`config.mk`:
```
export PLATFORM = sky130hd
export DESIGN_NAME = tdm_demux
export DESIGN_NICKNAME = d
export VERILOG_FILES = /design/src/rtl/tdm_demux_pkg.sv /design/src/rtl/tdm_demux_slot_ctr.sv /design/src/rtl/tdm_demux.sv
export SDC_FILE = /design/constraint.sdc
export NUM_CORES = 1
export LEC_CHECK = 0
export ABC_AREA = 1
export BUFFER_PORTS_ARGS = -buffer_cell sky130_fd_sc_hd__buf_2
export CAP_MARGIN = 20
export CORE_ASPECT_RATIO = 0.5
export CORE_UTILIZATION = 30
export CTS_CLUSTER_DIAMETER = 150
export DETAILED_ROUTE_END_ITERATION = 8
export HOLD_SLACK_MARGIN = 0.08
export SYNTH_ARGS = -nofsm -noshare
export SYNTH_HDL_FRONTEND = slang
export SYNTH_SLANG_ARGS = --single-unit
```
`constraint.sdc`:
```
create_clock -name clk -period 2.7 [get_ports clk]
set_input_delay 0.54 -clock clk [delete_from_list [all_inputs] [get_ports clk]]
set_output_delay 0.54 -clock clk [all_outputs]
set_load 0.02 [all_outputs]
```
`src/rtl/tdm_demux_pkg.sv`:
```
// Shared definitions for the TDM demultiplexer: FSM state encodings and a
// constant-evaluable ceil(log2) helper used to size the slot index.
package tdm_demux_pkg;

  localparam logic [0:0] ST_HUNT = 1'b0;
  localparam logic [0:0] ST_RUN  = 1'b1;

  function automatic int clog2(input int n);
    int r;
    r = 0;
    while ((1 << r) < n) r++;
    return r;
  endfunction

endpackage

```
`src/rtl/tdm_demux_slot_ctr.sv`:
```
// Slot position counter for the TDM demux: clear, load-to-1, increment with
// wrap to 0 after the last slot, and a last-slot flag.
module tdm_demux_slot_ctr #(
  parameter int N_CH   = 4,
  parameter int SLOT_W = 2
) (
  input  logic              clk,
  input  logic              reset_n,
  input  logic              clr,
  input  logic              load1,
  input  logic              inc,
  output logic [SLOT_W-1:0] slot,
  output logic              last
);

  assign last = (slot == SLOT_W'(N_CH - 1));

  always_ff @(posedge clk or negedge reset_n) begin
    if (!reset_n) begin
      slot <= '0;
    end else if (clr) begin
      slot <= '0;
    end else if (load1) begin
      slot <= SLOT_W'(1);
    end else if (inc) begin
      slot <= last ? '0 : slot + 1'b1;
    end
  end

endmodule

```
`src/rtl/tdm_demux.sv`:
```
// Time-division demultiplexer: tracks slot position on a serial TDM link,
// collects one sample per channel and publishes each complete frame in parallel.
//
//   state   | meaning
//   HUNT    | not framed; waiting for a valid beat carrying in_sync
//   RUN     | framed; collecting slots, publishing on the last slot
module tdm_demux
  import tdm_demux_pkg::*;
#(
  parameter int WIDTH = 4,
  parameter int N_CH  = 4
) (
  input  logic                  clk,
  input  logic                  reset_n,
  input  logic                  in_valid,
  input  logic                  in_sync,
  input  logic [WIDTH-1:0]      in_data,
  output logic [N_CH*WIDTH-1:0] out_data,
  output logic                  out_valid,
  output logic                  sync_err,
  output logic                  locked
);

  localparam int SLOT_W = clog2(N_CH);

  logic [0:0]            state_q;
  logic [WIDTH-1:0]      shadow_q [N_CH-1];
  logic [SLOT_W-1:0]     slot;
  logic                  slot_last;
  logic                  slot_zero;
  logic                  run;
  logic                  run_beat;
  logic                  start;
  logic                  err_early;
  logic                  err_missing;
  logic                  fin;
  logic                  mid;
  logic [N_CH*WIDTH-1:0] frame_next;

  assign run         = (state_q == ST_RUN);
  assign slot_zero   = (slot == '0);
  assign run_beat    = run & in_valid;
  assign start       = in_valid & in_sync;
  assign err_early   = run_beat & in_sync & ~slot_zero;
  assign err_missing = run_beat & ~in_sync & slot_zero;
  assign fin         = run_beat & ~in_sync & slot_last;
  assign mid         = run_beat & ~in_sync & ~slot_zero & ~slot_last;
  assign locked      = run;

  tdm_demux_slot_ctr #(
    .N_CH  (N_CH),
    .SLOT_W(SLOT_W)
  ) u_slot_ctr (
    .clk    (clk),
    .reset_n(reset_n),
    .clr    (err_missing),
    .load1  (start),
    .inc    (fin | mid),
    .slot   (slot),
    .last   (slot_last)
  );

  // The final slot goes straight to the output, never through a shadow register.
  always_comb begin
    frame_next = '0;
    for (int k = 0; k < N_CH - 1; k++) begin
      frame_next[k*WIDTH +: WIDTH] = shadow_q[k];
    end
    frame_next[(N_CH-1)*WIDTH +: WIDTH] = in_data;
  end

  always_ff @(posedge clk or negedge reset_n) begin
    if (!reset_n) begin
      state_q   <= ST_HUNT;
      out_data  <= '0;
      out_valid <= 1'b0;
      sync_err  <= 1'b0;
      for (int k = 0; k < N_CH - 1; k++) begin
        shadow_q[k] <= '0;
      end
    end else begin
      out_valid <= fin;
      sync_err  <= err_early | err_missing;
      if (err_missing) begin
        state_q <= ST_HUNT;
      end else if (start) begin
        state_q <= ST_RUN;
      end
      if (fin) begin
        out_data <= frame_next;
      end
      if (start) begin
        shadow_q[0] <= in_data;
      end
      if (mid) begin
        for (int k = 1; k < N_CH - 1; k++) begin
          if (slot == SLOT_W'(k)) shadow_q[k] <= in_data;
        end
      end
    end
  end

endmodule

```
==> results.md <==
* Routed Antenna Nets at 0
* WL/cell at 12.2 um
* Top FF cell, synth: dfrtp_1
* Worst slew pin tran at 0.721 ns
* Cells after Synth at 145
* Final Wtd Congestion at 0.794
* Crit path launch type: flip-flop
* Kind of critical path: reg -> out
* Top post-synthesis cells by area: dfrtp_1 (59%), nand2_1 (17%), nand4_1 (4.5%), ha_1 (3.6%), o21ai_0 (2.5%)
* M1 wire length at 1.47 mm
* Core area at 4450 um^2
* # rows at 17
* Critical Path Slowest Stage Cell: dfrtp_1
* Share of the synthesized area in the top cell type at 0.588
* Leak at 0.948 nW
* WHS at 0.305 ns
* Worst-Skew Late Latency at 0.28 ns
* Mean Syn Cell Area at 9.69 um^2
* Highest Clock Rate at 704 MHz
* CTS tree: built
* Post-Syn Area at 1410 um^2
* Final setup viols at 0
* RSZ-0062 raised after global routing: false
* Max-cap violations at 0
* CP delay by family, top: flip-flops
* Clock skew at 0.00689 ns
* WP data required at 2.16 ns
* Vias at 1058
* Async S/R FF share, synth at 1.00
* Met3 WL at 161 um
* H-tree lvl count at 2
* Number of synthesized flops with an enable pin at 0
* Post-CTS Setup Inserts at 0
* Initial antenna violation count at 0
* Clock Tree Buf Depth at 2
* Clock transition at path regs at 0.07 ns
* Reg2reg setup slack at 1.29 ns
* Worst IR Drop VDD at 297 uV
* Final setup TNS at 0 ns
* Ys Warns at 0
* Post-CTS Hold Fix Bufs at 0
* Critical path's largest stage delay at 0.41 ns
* Gates resized, CTS repair at 0
* Number of global-route vias before repair at 985
* Die Area at 4980 um^2
* Final period util at 0.526
* Initial Utilization at 0.316
* DRT iter0 DRCs at 43
* Total congestion overflow at 0
* Detailed Route WL at 2.83 mm
* Sink Count at 33
* Uppermost layer routed: met4
* Critical path buffer and inverter count at 1
* Die Ht at 50.4 um
* Yosys cell types at 18
* Synthesized flop and latch total at 33
* First-pass GRT wire length at 4.77 mm
* CP arrival at 0.88 ns
* Outcome: completed
* Commonest cells post-synth: nand2_1 (64), dfrtp_1 (33), nand4_1 (10)
* Dpl hpwl at 1.95 mm
* Power Dens Cells at 980 nW/um^2
* Hold Path Class: in -> async
* Relative slew slack at 0.519
* Syn Nets at 157
* PortBufs at 26
* Largest area contributor in the synthesized netlist: dfrtp_1
* Worst-path fanout max at 4
* Total CTS buffers at 5
* Clk root buf: clkbuf_8
* Fraction of final layout cells sized beyond drive strength 1 at 0.251
* CP endpoint kind: primary output
* Fin. Hold Viols at 0
* Via density per instance at 4.56
* GRT Total Usage at 0.130
* Die Span X at 98.8 um
* Fin nets at 186
* Sequential fraction of the synthesis area at 0.588
* N_diodes at 0
* Cell Chain, Critical Path: buf_2
* I/O pin count at 27
* Area Growth Syn to Fin at 18.2%
* DRC at 0
* Met2 routed WL at 1.16 mm
* Largest net degree at the start of global routing at 34
* Drt first pass iters at 4
* Slew Limit Fails at 0
* Top-count cell post-synth: nand2_1
* Final critical-path required period at 1.42 ns
path summary, 6_finish.rpt:
check | depth (start not counted) | startpoint | to
worst max-delay path | 1 | locked$_DFFE_PN0P_ | locked
worst min-delay path | 1 | reset_n | out_data[11]$_DFFE_PN0P_
worst max register to register | 5 | u_slot_ctr.slot[0]$_DFFE_PN0P_ | frame_next[5]$_DFFE_PN0P_
worst min register to register | 2 | frame_next[4]$_DFFE_PN0P_ | out_data[4]$_DFFE_PN0P_
max in group asynchronous | 1 | reset_n | sync_err$_DFF_PN0_
min in group clk | 2 | frame_next[4]$_DFFE_PN0P_ | out_data[4]$_DFFE_PN0P_
per-stage QoR:
| step | area (um^2) | utilization | worst slack (ns) | std cells | total power [W] |
|---|---|---|---|---|---|
| global placement | 1560 | 0.351 | 1.23 | 224 | 0.00122 |
| finish | 1660 | 0.373 | 1.28 | 232 | 0.00163 |
| global route | 1660 | 0.373 | 1.15 | 232 | 0.00173 |
| detailed placement | 1560 | 0.351 | 1.22 | 224 | 0.00123 |
| CTS | 1660 | 0.373 | 1.27 | 232 | 0.00164 |
| floorplan | 1410 | - | 1.50 | 145 | 0.00107 |
state kept, by name, summed over array words and instances (netlist names):
register / cells
u_slot_ctr.slot: 2
frame_next: 12
out_data: 16
locked: 1
sync_err: 1
out_valid: 1
layer usage:
metal | GRT usage | vias to the layer above
met1 | 0.184 | 492
met4 | 0.0672 | 0
met3 | 0.0334 | 5
met5 | 0 | -
met2 | 0.183 | 37
li1 | - | 524
cell type report:
| type | instances | area, um^2 |
|---|---|---|
| clock inverters | 1 | 5.00 |
| repair buffers | 26 | 130 |
| well taps | 57 | 71.3 |
| multi-input cells | 97 | 488 |
| inverters | 11 | 43.8 |
| clock buffers | 7 | 96.3 |
| fillers | 453 | 2790 |
| flip-flops and latches | 33 | 826 |
where the power goes:
group	switching, W	total, W	internal (W)
Clock	0.000175	0.000406	0.000230
Combinational	0.000315	0.000479	0.000164
Sequential	0.0000922	0.000742	0.000650
Total	0.000583	0.00163	0.00104
cell usage in the layout (no fill, tap or decap), drive strengths merged:
cell,instances
inv,11
clkinv,1
nor3,1
nand4,10
clkbuf,7
nand3,3
nand2,66
dfrtp,33
ha,4
nor2,1
o21ai,12
buf,26
cells by family after synthesis:
family,after synthesis,synth area share
compound gates,12,0.0534
simple gates,81,0.258
buf+inv,15,0.0650
fa+ha+maj,4,0.0356
flops,33,0.588
Note: power is estimated with default switching activity, not from simulation.
